==> src/rtl/xgmii_frame_generator.sv <==
// XGMII-style Ethernet frame generator: LANES bytes per cycle with per-lane
// control flags. Emits start/preamble/SFD, a patterned payload, terminate,
// and a minimum inter-packet gap. Supports abort injection and back-to-back frames.
module xgmii_frame_generator #(
  parameter int          LANES         = 8,
  parameter int          MIN_LEN       = 46,
  parameter int          MAX_LEN       = 1500,
  parameter int          IPG_BYTES     = 12,
  parameter logic [7:0]  IDLE_CODE     = 8'h07,
  parameter logic [7:0]  START_CODE    = 8'hFB,
  parameter logic [7:0]  TERM_CODE     = 8'hFD,
  parameter logic [7:0]  ERR_CODE      = 8'hFE,
  parameter logic [7:0]  PREAMBLE_CODE = 8'h55,
  parameter logic [7:0]  SFD_CODE      = 8'hD5
) (
  input  logic                 clk,
  input  logic                 i_rst_n,
  input  logic                 i_start,
  input  logic [15:0]          i_len,
  input  logic [1:0]           i_mode,
  input  logic [7:0]           i_seed,
  input  logic                 i_abort,
  output logic [8*LANES-1:0]   o_tx_data,
  output logic [LANES-1:0]     o_tx_ctrl,
  output logic                 o_busy,
  output logic [15:0]          o_frame_cnt
);

  localparam int unsigned NL      = LANES;
  localparam logic [15:0] LANES_W = 16'(LANES);
  localparam logic [15:0] MIN_W   = 16'(MIN_LEN);
  localparam logic [15:0] MAX_W   = 16'(MAX_LEN);
  localparam logic [15:0] IPG_W   = 16'(IPG_BYTES);
  localparam logic [15:0] HDR_W   = 16'd8;

  typedef enum logic [2:0] {
    ST_IDLE,
    ST_PRE,
    ST_DATA,
    ST_TERM,
    ST_IPG
  } state_t;

  typedef enum logic [1:0] {
    PAT_INC   = 2'd0,
    PAT_CONST = 2'd1,
    PAT_PRBS  = 2'd2
  } pattern_t;

  // x^8+x^6+x^5+x^4+1, Fibonacci form, shifting toward the MSB
  function automatic logic [7:0] lfsr_step(input logic [7:0] s);
    return {s[6:0], s[7] ^ s[5] ^ s[4] ^ s[3]};
  endfunction

  function automatic logic [15:0] clamp_len(input logic [15:0] l);
    if (l < MIN_W) return MIN_W;
    if (l > MAX_W) return MAX_W;
    return l;
  endfunction

  // state and per-frame context; pos_q is the frame byte index of lane 0
  // of the word currently being composed
  state_t                state_q, state_d;
  logic     [15:0]       pos_q, pos_d;
  logic     [15:0]       len_q, len_d;
  pattern_t              pat_q, pat_d;
  logic     [7:0]        seed_q, seed_d;
  logic     [7:0]        lfsr_q, lfsr_d;
  logic     [15:0]       ipg_q, ipg_d;
  logic     [15:0]       frame_cnt_q, frame_cnt_d;
  logic     [8*LANES-1:0] tx_data_q, tx_data_d;
  logic     [LANES-1:0]  tx_ctrl_q, tx_ctrl_d;
  logic                  busy_q, busy_d;

  // shared frame geometry
  logic     [15:0]       term_pos;
  logic                  abort_hit;
  logic                  start_word;

  // next-state scratch
  logic     [15:0]       word_end;
  logic     [15:0]       gap;
  logic                  gap_valid;
  logic                  launch;
  logic     [7:0]        lfsr_adv;

  // output scratch
  logic     [15:0]       lane_idx;
  logic     [7:0]        lane_lfsr;
  logic     [7:0]        payload;

  // state register: everything, including the outputs, is a flop
  always_ff @(posedge clk or negedge i_rst_n) begin
    if (!i_rst_n) begin
      state_q     <= ST_IDLE;
      pos_q       <= '0;
      len_q       <= '0;
      pat_q       <= PAT_INC;
      seed_q      <= '0;
      lfsr_q      <= '0;
      ipg_q       <= '0;
      frame_cnt_q <= '0;
      tx_data_q   <= {LANES{IDLE_CODE}};
      tx_ctrl_q   <= '1;
      busy_q      <= 1'b0;
    end else begin
      state_q     <= state_d;
      pos_q       <= pos_d;
      len_q       <= len_d;
      pat_q       <= pat_d;
      seed_q      <= seed_d;
      lfsr_q      <= lfsr_d;
      ipg_q       <= ipg_d;
      frame_cnt_q <= frame_cnt_d;
      tx_data_q   <= tx_data_d;
      tx_ctrl_q   <= tx_ctrl_d;
      busy_q      <= busy_d;
    end
  end

  // frame geometry: terminate byte position, abort qualification, start word
  always_comb begin
    term_pos   = HDR_W + len_q;
    abort_hit  = i_abort && ((state_q == ST_PRE) || (state_q == ST_DATA));
    start_word = (state_q == ST_PRE) && (pos_q == '0) && !abort_hit;
  end

  // next-state and context update
  always_comb begin
    state_d     = state_q;
    pos_d       = pos_q;
    len_d       = len_q;
    pat_d       = pat_q;
    seed_d      = seed_q;
    lfsr_d      = lfsr_q;
    ipg_d       = ipg_q;
    frame_cnt_d = frame_cnt_q;
    word_end    = pos_q + LANES_W;
    gap         = '0;
    gap_valid   = 1'b0;
    launch      = 1'b0;

    lfsr_adv = lfsr_q;
    for (int unsigned j = 0; j < NL; j++) begin
      lfsr_adv = lfsr_step(lfsr_adv);
    end

    if (start_word) begin
      frame_cnt_d = frame_cnt_q + 16'd1;
    end

    unique case (state_q)
      ST_IDLE: begin
        launch = i_start;
      end
      ST_PRE: begin
        if (abort_hit) begin
          gap_valid = 1'b1;
        end else begin
          pos_d = word_end;
          if (word_end == HDR_W) begin
            state_d = ST_DATA;
          end
        end
      end
      ST_DATA: begin
        if (abort_hit) begin
          gap_valid = 1'b1;
        end else if (term_pos < word_end) begin
          // terminate lands inside this word: its trailing idle lanes
          // already count toward the gap
          gap       = word_end - 16'd1 - term_pos;
          gap_valid = 1'b1;
        end else begin
          pos_d  = word_end;
          lfsr_d = lfsr_adv;
          if (term_pos == word_end) begin
            state_d = ST_TERM;
          end
        end
      end
      ST_TERM: begin
        gap       = LANES_W - 16'd1;
        gap_valid = 1'b1;
      end
      ST_IPG: begin
        gap       = ipg_q + LANES_W;
        gap_valid = 1'b1;
      end
      default: begin
        state_d = ST_IDLE;
      end
    endcase

    if (gap_valid) begin
      ipg_d = gap;
      if (gap >= IPG_W) begin
        if (i_start) begin
          launch = 1'b1;
        end else begin
          state_d = ST_IDLE;
        end
      end else begin
        state_d = ST_IPG;
      end
    end

    if (launch) begin
      state_d = ST_PRE;
      pos_d   = '0;
      ipg_d   = '0;
      len_d   = clamp_len(i_len);
      seed_d  = i_seed;
      lfsr_d  = (i_seed == 8'h00) ? 8'hFF : i_seed;
      unique case (i_mode)
        2'd1:    pat_d = PAT_CONST;
        2'd2:    pat_d = PAT_PRBS;
        default: pat_d = PAT_INC;
      endcase
    end
  end

  // output word composition for the current state
  always_comb begin
    tx_data_d = {LANES{IDLE_CODE}};
    tx_ctrl_d = '1;
    busy_d    = (state_q != ST_IDLE);
    lane_idx  = '0;
    lane_lfsr = lfsr_q;
    payload   = '0;

    if (abort_hit) begin
      tx_data_d = {LANES{ERR_CODE}};
      tx_ctrl_d = '1;
    end else if ((state_q == ST_PRE) || (state_q == ST_DATA) || (state_q == ST_TERM)) begin
      for (int unsigned j = 0; j < NL; j++) begin
        lane_idx = pos_q + 16'(j);
        unique case (pat_q)
          PAT_CONST: payload = seed_q;
          PAT_PRBS:  payload = lane_lfsr;
          default:   payload = seed_q + lane_idx[7:0] - 8'd8;
        endcase
        if (lane_idx == 16'd0) begin
          tx_data_d[8*j +: 8] = START_CODE;
          tx_ctrl_d[j]        = 1'b1;
        end else if (lane_idx < 16'd7) begin
          tx_data_d[8*j +: 8] = PREAMBLE_CODE;
          tx_ctrl_d[j]        = 1'b0;
        end else if (lane_idx == 16'd7) begin
          tx_data_d[8*j +: 8] = SFD_CODE;
          tx_ctrl_d[j]        = 1'b0;
        end else if (lane_idx < term_pos) begin
          tx_data_d[8*j +: 8] = payload;
          tx_ctrl_d[j]        = 1'b0;
        end else if (lane_idx == term_pos) begin
          tx_data_d[8*j +: 8] = TERM_CODE;
          tx_ctrl_d[j]        = 1'b1;
        end
        lane_lfsr = lfsr_step(lane_lfsr);
      end
    end
  end

  assign o_tx_data   = tx_data_q;
  assign o_tx_ctrl   = tx_ctrl_q;
  assign o_busy      = busy_q;
  assign o_frame_cnt = frame_cnt_q;

endmodule

==> config.mk <==
export PLATFORM = sky130hd
export DESIGN_NAME = xgmii_frame_generator
export DESIGN_NICKNAME = d
export VERILOG_FILES = /design/src/rtl/xgmii_frame_generator.sv
export SDC_FILE = /design/constraint.sdc
export NUM_CORES = 1
export LEC_CHECK = 0
export ABC_AREA = 1
export CORE_MARGIN = 2
export CORE_UTILIZATION = 24
export CTS_BUF_LIST = sky130_fd_sc_hd__clkbuf_2
export CTS_CLUSTER_DIAMETER = 80
export DETAILED_ROUTE_END_ITERATION = 10
export GPL_ROUTABILITY_DRIVEN = 0
export HOLD_SLACK_MARGIN = 0.15
export PLACE_DENSITY = 0.39
export SETUP_SLACK_MARGIN = 0.5
export SYNTH_ARGS = -nofsm -noshare
export SYNTH_HDL_FRONTEND = slang
export SYNTH_SLANG_ARGS = --single-unit
export TNS_END_PERCENT = 30
==> constraint.sdc <==
create_clock -name clk -period 7.67 [get_ports clk]
set_input_delay 1.1505 -clock clk [delete_from_list [all_inputs] [get_ports clk]]
set_output_delay 1.1505 -clock clk [all_outputs]
set_load 0.01 [all_outputs]
# Yosys cells after proc, flatten, opt, wreduce, memory -nomap -nowiden
# Cells that the tools add are included.
[totals]
elab_cells = 266
input_bits = 30
ff_bits = 158
output_inout_bits = 89
[classes]
bitwise_logic = 24
n_eq_ne = 31
n_reduce_logical = 24
n_mux = 127
magnitude_cmp = 20
addsub = 29
[op_table]
columns = ["op", "count"]
rows = [
  ["2-to-1 mux 8 bit", 47],
  ["2-to-1 mux 16 bit", 12],
  ["== test 16 bit", 9],
  ["< comparator 16 bit", 9],
  ["== test 16 x 3 -> 1 bit, second input constant", 8],
  ["zero test 16 bit", 8],
  ["< comparator 16 x 3 -> 1 bit, second input constant", 8],
  ["2-to-1 mux 64 bit", 2],
  ["case mux 8 bit (2 select lines)", 8],
  ["adder 16 x 3 -> 16 bit, second input constant", 4],
  ["adder 8 bit", 8],
  ["subtractor 8 x 4 -> 8 bit, second input constant", 8],
  ["case mux 16 bit (3 select lines)", 1],
  ["2-to-1 mux 1 bit", 44],
  ["adder 16 x 1 -> 16 bit, second input constant", 2],
  ["adder 16 x 2 -> 16 bit, second input constant", 2],
  ["adder 16 x 4 -> 16 bit, second input constant", 2],
  ["case mux 16 bit (2 select lines)", 1],
  ["2-to-1 mux 3 bit", 9],
  ["XOR 1 bit", 24],
  ["adder 4 x 16 -> 16 bit, first input constant", 1],
  ["== test 16 x 4 -> 1 bit, second input constant", 1],
  ["greater-or-equal comparator 16 x 4 -> 1 bit, second input constant", 1],
  ["> comparator 16 x 11 -> 1 bit, second input constant", 1],
  ["25 further kinds", 35],
]

# Longest topological paths before layout
# Gate-level depths: netlist (run 1).
[depth]
ltp_word = 14
ltp_mapped = 29
mapped_depth_nobuf = 28

# Worst setup path before layout (run 1)
# Ideal clock, no wire load.
[synth_path]
path_type = "flip-flop to flip-flop"
start = "register pos_q[3]"
end = "register len_q[10]"
n_path_buf = 2
slack_ns = 4.091
required_time_ns = 7.551
arrival_ns = 3.460
stages_incl_launch_ff = 28
setup_ns = 0.119
cell_sequence = "dfrtp_1 -> ha_1 -> nand2_1 -> nor2_2 -> nand2_1 -> inv_1 -> nand3_1 -> xor2_1 -> inv_1 -> ha_1 -> nand2_1 -> nor2_1 -> inv_1 -> nor2_2 -> nand3_2 -> nand2_2 -> nor2_4 -> nand3_1 -> nor2_1 -> nor2_1 -> nand2_1 -> nor2_1 -> nand2_2 -> nand2_4 -> nand2_2 -> buf_6 -> buf_2 -> o21a_1"
[synth_via]
elab_chain_cells = 9
elab_cells_between_ends = 13
cone_classes = "add/sub: 3; order compare: 2; mux: 8"
[synth_rtl]
columns = ["element", "line", "text"]
rows = [
  ["from (decl)", "64", "logic [15:0] pos_q, pos_d;"],
  ["from (signal assigned)", "108", "pos_q <= pos_d;"],
  ["adder 16 x 4 -> 16 bit *", "138", "word_end = pos_q + LANES_W;"],
  ["subtractor 16 x 1 -> 16 bit", "172", "gap = word_end - 16'd1 - term_pos;"],
  ["subtractor 16 bit", "172", ""],
  ["2-to-1 mux 16 bit", "169", "end else if (term_pos < word_end) begin"],
  ["2-to-1 mux 16 bit", "167", "if (abort_hit) begin"],
  ["case mux 16 bit (3 select lines)", "152", "unique case (state_q)"],
  ["greater-or-equal comparator 16 x 4 -> 1 bit", "197", "if (gap >= IPG_W) begin"],
  ["2-to-1 mux 1 bit", "197", ""],
  ["2-to-1 mux 1 bit *", "195", "if (gap_valid) begin"],
  ["to (signal assigned)", "109", "len_q <= len_d;"],
  ["to (decl)", "65", "logic [15:0] len_q, len_d;"],
]
# Mark *: on every way between the ends. The rest lies on a longest branch, timed or not.
# A chain may end at the register's enable or synchronous reset.

# Worst setup path in the final report (run 1)
[layout_path]
start = "register pos_q[3]"
end = "register ipg_q[12]"
[layout_via]
elab_chain_cells = 10
elab_cells_between_ends = 16
cone_classes = "add/sub: 3; order compare: 2; mux: 10; reduce/logical: 1"
[layout_rtl]
columns = ["element", "line", "text"]
rows = [
  ["adder 16 x 4 -> 16 bit *", "138", ""],
  ["subtractor 16 x 1 -> 16 bit", "172", ""],
  ["subtractor 16 bit", "172", ""],
  ["2-to-1 mux 16 bit", "169", ""],
  ["2-to-1 mux 16 bit", "167", ""],
  ["case mux 16 bit (3 select lines)", "152", ""],
  ["greater-or-equal comparator 16 x 4 -> 1 bit", "197", ""],
  ["2-to-1 mux 1 bit", "197", ""],
  ["2-to-1 mux 1 bit", "195", ""],
  ["2-to-1 mux 16 bit or nonzero test 2 bit (tied branches)", "n/a", ""],
  ["to (signal assigned)", "113", "ipg_q <= ipg_d;"],
  ["to (decl)", "69", "logic [15:0] ipg_q, ipg_d;"],
]
# Mark *: on every way between the ends. The rest lies on a longest branch, timed or not. The select of a mux whose other input is x is not followed.

==> parameters.txt, run 1 <==
Parameter                              Value

Clocking
  CTS tree    built
  Num CTS Buffers    17
  Clock-pin slew on the worst setup and hold paths    around 280 ps
  TritonCTS Sinks    roughly 150
  Buffer levels on the longest clock path    2
  Latest clock arrival within the worst-skew pair    roughly 980 ps
  Buffer type at the clock tree root    clkbuf_2
  CTS H-Tree Depth    4
  Number of post-CTS setup repair buffers    0

Worst setup path
  Standard cell with the maximum stage delay on the critical path    dfrtp_1
  Startpoint of the lowest-slack register-to-register path    pos_q[3]$_DFFE_PN0P_
  Maximum net fanout on the critical path    37
  Worst R2R End    ipg_q[12]$_DFFE_PN0P_
  Worst setup endpoint    ipg_q[12]$_DFFE_PN0P_
  Setup slack of the most critical reg-to-reg path    ~2300 ps
  Biggest cell delay along the critical path    roughly 700 ps
  Crit path required time    between 8000 and 9000 ps
  Critical path type    flip-flop to flip-flop
  Cell count of the worst reg-to-reg path    28
  Most repeated library cell on the critical path    nand2_1
  Kind of launch point of the worst setup path    flip-flop
  Arrival @ worst endpoint    approximately 6200 ps
  Worst Setup End Kind    flip-flop
  Crit path from    pos_q[3]$_DFFE_PN0P_

Layout
  Total number of nets in the final design    around 1900
  Total area of multi-input combinational cells    6750 µm²
  Total area of sequential cells    approximately 3900 µm²
  Layout cells sized above 1    0.0692
  Fill cell count    about 5500
  Layout overhead on the synthesized area    17.3%

Synthesis
  Leading cell type by number of instances after synthesis    nand2_1
  Most area-consuming cells after synthesis    dfrtp_1 (26%), nand2_1 (13%), ha_1 (9.2%), inv_1 (7.2%), dfstp_2 (7.2%)
  Mean instance size in the synthesized netlist    7.13 µm²
  Sequential cell area fraction in the yosys report    0.330
  Gate count after technology mapping    between 1500 and 2000
  Main synth FF type    dfrtp_1
  Adder-cell share of the synthesized area    0.0985
  Top cells by instance count after synthesis    nand2_1 (403), inv_1 (225), o21ai_0 (154)
  Yosys top cell area share    0.258
  Synthesized-area fraction occupied by ao, oa, aoi and oai cells    0.159
  Flops & latches, synth    around 150
  Share of synthesized cell area in and, or, nand and nor gates    0.262
  Synth warn    0
  Dominant combinational cell family by area after synthesis    simple AND/OR/NAND/NOR gates
  Number of flops mapped to enable cells by yosys    0
  Cell type with the highest aggregate area in the netlist    dfrtp_1
  Asr flop ratio synth    1.00
  Mux share of post-synthesis cell area    0.000960
  Post-Synth XOR/XNOR Area    0.0530
  Synth unique cells    between 50 and 60
  Cell area after synthesis    between 10000 and 15000 µm²

Power and ir drop
  Max IR drop VDD    between 0.1 and 0.15 mV
  Power density over cell area    about 410 nW/µm²
  Sum of internal, switching and leakage power    about 5.7 mW
  Leakage power total    6.67 nW

STA
  Max transition margin    0.297
  Final critical-path required period    ~5300 ps
  Final setup violation count    0
  Max Clock Skew    between 60 and 70 ps
  Setup TNS Final    0 ps
  Unrepaired setup endpoints after global routing    no
  Final period utilization    0.694
  Highest attainable clock frequency    roughly 190 MHz
  Worst-margin pin slew    between 1000 and 1500 ps
  Final slew viol count    0
  Hold Violations, Final    0

Route
  Initial detailed-routing violation count    767
  Detail Route Antenna Nets    0
  Post-route DRC violation count    0
  Number of iterations in the first detailed-routing pass    6
  Via density per instance    roughly 4.7
  Wire length after detailed routing    between 40 and 50 mm
  Overall via count from detail_route    about 11000
  Wire length per cell after detailed routing    around 19 µm

Floorplanning
  Core region area    48600 µm²
  Die Ht    approximately 230 µm
  Num rows    between 80 and 90
  Starting density of the core    0.241
  Width of the chip    around 230 µm
  Num ports    between 100 and 150
  Die Area    50700 µm²

Run status
  Result of the run    finished clean

Place
  DP HPWL    roughly 36 mm
  Input/output buffers    between 100 and 150

Global route
  Via count of the first global-routing pass    11100
  Residual overflow from global routing    0
  Number of antenna violations at the first check in global routing    2
  Total Routing Usage GR    0.180
  Wire length of the first global-routing pass    slightly below 70 mm
  Maximum number of pins on one net before global-route repair    88

Min path
  HP Class    flip-flop to flip-flop

Run
  # Max-Cap Violations    0
## critical path: cells and delay by family (launching register included)
| family | cells | cell delay [ps] |
|---|---|---|
| DFF | 1 | 700 |
| and+or+nand+nor | 19 | 2580 |
| xor gates and xnor gates | 1 | 270 |
| buffers and inverters | 5 | 920 |
| AOI/OAI and AO/OA | 1 | 90 |
| adders and majority gates | 2 | 610 |
## flip-flops by register name, summed over array words and instances (netlist names), 8 cells and up
signal	count
ipg_q	14
len_q	16
lfsr_q	8
o_frame_cnt	16
o_tx_ctrl	8
o_tx_data	64
pos_q	13
seed_q	8
## worst min path at each step
| stage | slack [ps] | cells past startpoint | start | end |
|---|---|---|---|---|
| finish | 500 | 1 | o_frame_cnt[15]$_DFFE_PN0P_ | o_frame_cnt[15]$_DFFE_PN0P_ |
| global route | 530 | 1 | o_frame_cnt[15]$_DFFE_PN0P_ | o_frame_cnt[15]$_DFFE_PN0P_ |
| CTS | 510 | 1 | o_frame_cnt[15]$_DFFE_PN0P_ | o_frame_cnt[15]$_DFFE_PN0P_ |
| detailed placement | 470 | 1 | o_frame_cnt[15]$_DFFE_PN0P_ | o_frame_cnt[15]$_DFFE_PN0P_ |
| global placement | 460 | 1 | o_frame_cnt[15]$_DFFE_PN0P_ | o_frame_cnt[15]$_DFFE_PN0P_ |
| floorplan | 470 | 2 | len_q[15]$_DFFE_PN0P_ | len_q[15]$_DFFE_PN0P_ |
## cell usage in the layout, fill, tap and decap left out, types with 9 or more instances in the layout
cell,synthesis,final
dfrtp_1,121,121
clkbuf_2,1,18
inv_1,225,225
o21ai_0,154,154
nand2_1,403,403
o2111ai_1,13,13
dfstp_2,32,32
xnor2_1,30,30
a31oi_1,10,10
o21ai_1,13,13
clkdlybuf4s50_1,0,117
xor2_1,41,41
nand3_1,107,107
or2_2,9,9
o22ai_1,13,13
a21oi_1,78,78
nor3_1,19,19
nor2_1,114,114
nand4_1,19,19
nand2_2,13,13
ha_1,86,86
## cell families (layout without fill, tap and decap cells)
group | count (synthesis) | count (layout)
XOR/XNOR | 71 | 71
flip-flops | 153 | 153
AND/OR/NAND/NOR | 713 | 713
AO/OA/AOI/OAI | 328 | 328
multiplexers | 1 | 1
adder cells (fa/ha/maj) | 90 | 90
other | 2 | 11
buffers and inverters | 289 | 387
## report_power, final
group | internal (mW) | switching [mW] | total (mW)
Combinational | 1.39 | 2.50 | 3.89
Clock | 0.161 | 0.352 | 0.513
Sequential | 1.08 | 0.203 | 1.28
## metal layers
| metal | part of all wire | up-vias | routed length, µm | GRT usage |
|---|---|---|---|---|
| met4 | 0.037 | 0 | 1660 | 0.0767 |
| met3 | 0.040 | 79 | 1800 | 0.0306 |
| li1 | - | 5555 | - | - |
| met1 | 0.45 | 5263 | 20200 | 0.231 |
| met2 | 0.47 | 279 | 21000 | 0.299 |
| met5 | 0 | - | 0 | 0 |
## final cells by class
type | count | area share
Multi-Input combinational cell | 1209 | 0.490
Inverter | 229 | 0.0628
Antenna cell | 5 | 0.000909
Tap cell | 622 | 0.0565
Clock buffer | 18 | 0.00654
Clock inverter | 14 | 0.0114
Sequential cell | 153 | 0.281
Timing Repair Buffer | 126 | 0.0904
## repair_timing
item	in CTS	in global routing
hold buffers	1	0
endpoints found under the setup margin	0	0
resized for setup	0	0
hold endpoints to repair	57	0
## per-stage QoR
stage | util | instances | cell area [µm²] | hold WS (ps) | setup WS (ps)
detailed placement | 0.277 | 2338 | 13500 | 473 | 2490
global placement | 0.277 | 2338 | 13500 | 460 | 2560
global route | 0.283 | 2376 | 13800 | 530 | 1830
CTS | 0.283 | 2371 | 13800 | 510 | 2390
floorplan | - | 1651 | 11800 | 470 | 4090
finish | 0.283 | 2376 | 13800 | 499 | 2340
Power figures use the tool's default switching activity.
==> run 2: changes to the inputs <==
==> constraint.sdc (replaced) <==
create_clock -name clk -period 5.3 [get_ports clk]
set_input_delay 0.795 -clock clk [delete_from_list [all_inputs] [get_ports clk]]
set_output_delay 0.795 -clock clk [all_outputs]
set_load 0.01 [all_outputs]
==> run 2 against run 1 <==
Register-to-register slack worse by 1300 ps. Fmax is 24% higher. Sequential power is 42% higher. Power is 48% higher. Non-clock buffer count is 14 higher. First-iteration DRC count is 14% higher. Global-route usage is 0.13 points lower. Utilization is 0.37 points higher. Worst setup slack worse by 1300 ps.
==> parameters.txt, run 2 (synthesized netlist as in run 1, its figures left out) <==
Parameter                              Value

Floorplanning
  Num ports    ~120
  Die Ht    225 µm
  Starting density of the core    0.241
  Width of the chip    225 µm
  Core region area    48600 µm²
  Die Area    about 51000 µm²
  Num rows    between 80 and 90

Global route
  Via count of the first global-routing pass    around 11000
  Wire length of the first global-routing pass    between 60 and 70 mm
  Residual overflow from global routing    0
  Total Routing Usage GR    0.179
  Maximum number of pins on one net before global-route repair    approximately 150
  Number of antenna violations at the first check in global routing    1

Worst setup path
  Standard cell with the maximum stage delay on the critical path    dfrtp_1
  Most repeated library cell on the critical path    nand2_1
  Biggest cell delay along the critical path    around 600 ps
  Maximum net fanout on the critical path    28
  Crit path required time    between 6000 and 7000 ps
  Critical path type    flip-flop to flip-flop
  Kind of launch point of the worst setup path    flip-flop
  Arrival @ worst endpoint    5220 ps
  Worst Setup End Kind    flip-flop

STA
  Max Clock Skew    between 60 and 70 ps
  Final period utilization    0.810
  Final setup violation count    0
  Final critical-path required period    about 4300 ps
  Unrepaired setup endpoints after global routing    no
  Highest attainable clock frequency    roughly 230 MHz
  Hold Violations, Final    0
  Max transition margin    0.295
  Worst-margin pin slew    between 1000 and 1500 ps
  Final slew viol count    0
  Setup TNS Final    0 ps

Run status
  Result of the run    finished clean

Route
  Initial detailed-routing violation count    a little under 900
  Number of iterations in the first detailed-routing pass    6
  Wire length after detailed routing    about 45 mm
  Post-route DRC violation count    0
  Via density per instance    4.69
  Detail Route Antenna Nets    0
  Wire length per cell after detailed routing    about 19 µm
  Overall via count from detail_route    around 11000

Layout
  Fill cell count    5399
  Layout overhead on the synthesized area    18.9%
  Layout cells sized above 1    0.0805
  Post-layout instance count excluding filler cells    between 2000 and 2500
  Most used cells in the layout excluding fill and tap cells    nand2_1 (403), inv_1 (225), o21ai_0 (154)
  Total number of nets in the final design    roughly 1900
  Max reg flops    64
  Most common library cell in the layout ignoring fill and taps    nand2_1

Place
  Number of cells after detailed placement    between 2000 and 2500
  DP HPWL    36.0 mm
  Input/output buffers    118

Power and ir drop
  Max IR drop VDD    between 0.15 and 0.2 mV
  Power density over cell area    about 600 nW/µm²
  Leakage power total    ~6.8 nW

Clocking
  Buffer levels on the longest clock path    2
  CTS H-Tree Depth    4
  TritonCTS Sinks    153
  Buffer type at the clock tree root    clkbuf_2
  Num CTS Buffers    17
  CTS tree    built
  Latest clock arrival within the worst-skew pair    ~980 ps
  Clock-pin slew on the worst setup and hold paths    around 290 ps

Min path
  HP Class    primary input to asynchronous set/reset pin

Run
  # Max-Cap Violations    0
==> run 2: cell count changes in the layout (fill, tap and decap cells not counted), sizes merged <==
cell	delta
buf	+14
diode	-4
inv	+2
bufinv	+1
clkbuf	-1
clkinv	-1
clkinvlp	-1
nor2	+1
==> run 2: layer usage <==
layer / global-route usage / vias to the layer above / part of all wire
li1: - / 5582 / -
met1: 0.226 / 5251 / 0.44
met2: 0.300 / 283 / 0.48
met3: 0.0299 / 69 / 0.038
met4: 0.0780 / 0 / 0.038
met5: 0 / - / 0
==> run 2: critical path: cells and delay by family, from the launching register on <==
kind	cells	cell delay [ps]
buffers and inverters	4	540
XOR/XNOR	1	200
AND/OR/NAND/NOR	21	2550
adder cells (fa/ha/maj)	1	310
flip-flops	1	610
==> run 2: area by class of cell <==
cell class	count	area, µm²	area share
multi-input combinational	1210	6770	0.485
sequential	153	3870	0.278
timing repair buffer	140	1380	0.0986
inverter	229	865	0.0620
tap	622	778	0.0558
clock inverter	15	201	0.0144
clock buffer	17	85.1	0.00610
antenna	1	2.50	0.000179
==> run 2: path summary, 6_finish.rpt <==
| check | depth (start not counted) | from | slack, ps | endpoint |
|---|---|---|---|---|
| worst max-delay path | 27 | pos_q[7]$_DFFE_PN0P_ | 1010 | pos_q[3]$_DFFE_PN0P_ |
| worst min-delay path | 3 | i_rst_n | 390 | o_tx_data[60]$_DFF_PN0_ |
| worst max register to register | 27 | pos_q[7]$_DFFE_PN0P_ | 1010 | pos_q[3]$_DFFE_PN0P_ |
| worst min register to register | 1 | o_frame_cnt[15]$_DFFE_PN0P_ | 500 | o_frame_cnt[15]$_DFFE_PN0P_ |
| max in group asynchronous | 3 | i_rst_n | 4100 | pos_q[4]$_DFFE_PN0P_ |
| min in group clk | 3 | i_seed[3] | 400 | seed_q[3]$_DFFE_PN0P_ |
==> run 2: through the flow <==
step	setup slack, ps	power [mW]	instance area [µm²]	util	hold slack [ps]
2_1_floorplan	1720	5.49	11800	-	470
3_3_place_gp	910	7.57	13600	0.279	462
3_5_place_dp	789	7.52	13600	0.279	473
4_1_cts	754	8.40	13900	0.285	210
5_1_grt	502	9.16	13900	0.287	263
6_report	1010	8.39	13900	0.287	386
==> run 2: power by group <==
group          internal, mW  switching [mW]
clock network         0.287           0.534
logic                  2.07            3.67
registers              1.57           0.258
==> run 2: repair_timing <==
item | 4_1_cts | 5_1_grt
setup buffers | 0 | 4
endpoints found under the hold margin | 121 | 0
endpoints found under the setup margin | 0 | 37
hold buffers | 1 | 0
resized for setup | 0 | 5
==> run 3: changes to the inputs <==
==> constraint.sdc (replaced) <==
create_clock -name clk -period 4.29 [get_ports clk]
set_input_delay 0.6435 -clock clk [delete_from_list [all_inputs] [get_ports clk]]
set_output_delay 0.6435 -clock clk [all_outputs]
set_load 0.01 [all_outputs]
==> run 3 against run 2 <==
Worst setup slack lost 370 ps. Register-to-register slack got worse by 370 ps. Fmax grew 18%. Routed wire length rose by 2.7%. Critical path depth down 13. Sequential share of layout area decreased by 1.8 points. Power grew 27%. Non-clock buffer count grew 61. Die area is the same. Sequential power increased by 23%. Via count grew 3.0%. Critical path type unchanged. Largest cell class unchanged. Highest routed layer unchanged.
==> parameters.txt, run 3 (synthesized netlist as in run 1, its figures left out) <==
Parameter                              Value

STA
  Highest attainable clock frequency    ~270 MHz
  Max Clock Skew    between 70 and 80 ps
  Final critical-path required period    3650 ps
  Setup TNS Final    0 ps
  Hold Violations, Final    0
  Max transition margin    0.347
  Final slew viol count    0
  Unrepaired setup endpoints after global routing    yes
  Final setup violation count    0
  Worst-margin pin slew    976 ps
  Worst hold slack after final layout    ~330 ps
  Final period utilization    0.852

Layout
  Total number of nets in the final design    1936
  Post-layout instance count excluding filler cells    2452
  Layout cells sized above 1    0.143
  Layout overhead on the synthesized area    27.0%
  Most common library cell in the layout ignoring fill and taps    nand2_1
  Most used cells in the layout excluding fill and tap cells    nand2_1 (390), inv_1 (216), o21ai_0 (146)
  Final standard cell area without fillers    about 15000 µm²
  Max reg flops    64

Global route
  Wire length of the first global-routing pass    68.4 mm
  Number of antenna violations at the first check in global routing    1
  Residual overflow from global routing    0
  Via count of the first global-routing pass    ~12000
  Maximum number of pins on one net before global-route repair    roughly 110
  Total Routing Usage GR    0.180

Route
  Number of iterations in the first detailed-routing pass    5
  Wire length after detailed routing    around 46 mm
  Via density per instance    around 4.7
  Overall via count from detail_route    roughly 12000
  Detail Route Antenna Nets    0
  Post-route DRC violation count    0
  Initial detailed-routing violation count    approximately 730
  Wire length per cell after detailed routing    roughly 19 µm

Place
  Input/output buffers    approximately 120
  Cell area reported after detailed placement    about 14000 µm²
  DP HPWL    approximately 36 mm
  Number of cells after detailed placement    2370

Floorplanning
  Width of the chip    roughly 230 µm
  Die Ht    between 200 and 250 µm
  Num ports    119
  Die Area    between 50000 and 60000 µm²
  Core region area    48600 µm²
  Starting density of the core    0.241
  Num rows    81

Min path
  Number of cells traversed by the worst hold path    3
  HP Class    primary input to flip-flop

Power and ir drop
  Power density over cell area    715 nW/µm²
  Max IR drop VDD    0.404 mV
  Leakage power total    7.13 nW

Worst setup path
  Critical path type    flip-flop to flip-flop
  Arrival @ worst endpoint    4580 ps
  Maximum net fanout on the critical path    9
  Kind of launch point of the worst setup path    flip-flop
  Worst Setup End Kind    flip-flop
  Crit path required time    about 5200 ps
  Cell count of the worst reg-to-reg path    14

Run
  # Max-Cap Violations    0

Clocking
  TritonCTS Sinks    roughly 150
  CTS tree    built
  CTS H-Tree Depth    4
  Latest clock arrival within the worst-skew pair    980 ps
  Buffer levels on the longest clock path    2
  Num CTS Buffers    17
  Clock-pin slew on the worst setup and hold paths    around 310 ps
  Buffer type at the clock tree root    clkbuf_2

Run status
  Result of the run    finished clean
run 3: power breakdown:
group	total, mW	switching (mW)	internal (mW)
logic	7.46	4.69	2.77
registers	2.24	0.305	1.94
clock network	0.953	0.658	0.295
total	10.7	5.66	5.00
run 3: path summary, 6_finish.rpt:
kind / start / endpoint / slack [ps]
min reg2reg: o_frame_cnt[15]$_DFFE_PN0P_ / o_frame_cnt[15]$_DFFE_PN0P_ / 510
min: i_seed[2] / seed_q[2]$_DFFE_PN0P_ / 330
max: pos_q[12]$_DFFE_PN0P_ / o_frame_cnt[15]$_DFFE_PN0P_ / 640
max reg2reg: pos_q[12]$_DFFE_PN0P_ / o_frame_cnt[15]$_DFFE_PN0P_ / 640
max in group asynchronous: i_rst_n / pos_q[12]$_DFFE_PN0P_ / 2850
min in group asynchronous: i_rst_n / o_tx_data[1]$_DFF_PN1_ / 760
run 3: per-layer routing:
metal / wire length, µm / share of wire / GRT usage
met5: 0 / 0 / 0
met3: 1600 / 0.035 / 0.0283
met4: 1560 / 0.034 / 0.0724
met1: 19700 / 0.43 / 0.218
met2: 22900 / 0.50 / 0.318
run 3: cell type report:
type                       count  area, µm²
fill                        5388      33700
multi-input combinational   1214       7170
sequential                   153       3870
timing repair buffer         201       1940
inverter                     229        872
tap                          622        778
clock inverter                15        183
clock buffer                  17       85.1
antenna                        1       2.50
run 3: timing repair:
item | in CTS | in global routing
buffers inserted | 7 | 26
endpoints found under the hold margin | 136 | 0
hold buffers | 9 | 0
cloned | 1 | 6
pin swaps | 3 | 27
gates resized for setup | 15 | 90
endpoints found under the setup margin | 77 | 94
run 3: critical path: stages (launching register included):
cell     delay (ps)
dfrtp_2         530
nor4_1          410
nand3_1         280
nor3_4          490
inv_1           120
nor3_1          200
buf_4           170
nand4_1         110
nor3_1          330
nand3_1         190
nor2_1          200
nand2_1         120
nor2_1          200
nand3_1         120
xnor2_1         140
run 3: through the flow:
step | setup slack (ps) | util | total power [mW]
2_1_floorplan | 711 | - | 6.78
3_3_place_gp | 189 | 0.283 | 9.37
3_5_place_dp | 197 | 0.283 | 9.32
4_1_cts | 465 | 0.293 | 10.4
5_1_grt | 375 | 0.306 | 11.6
6_report | 635 | 0.306 | 10.7
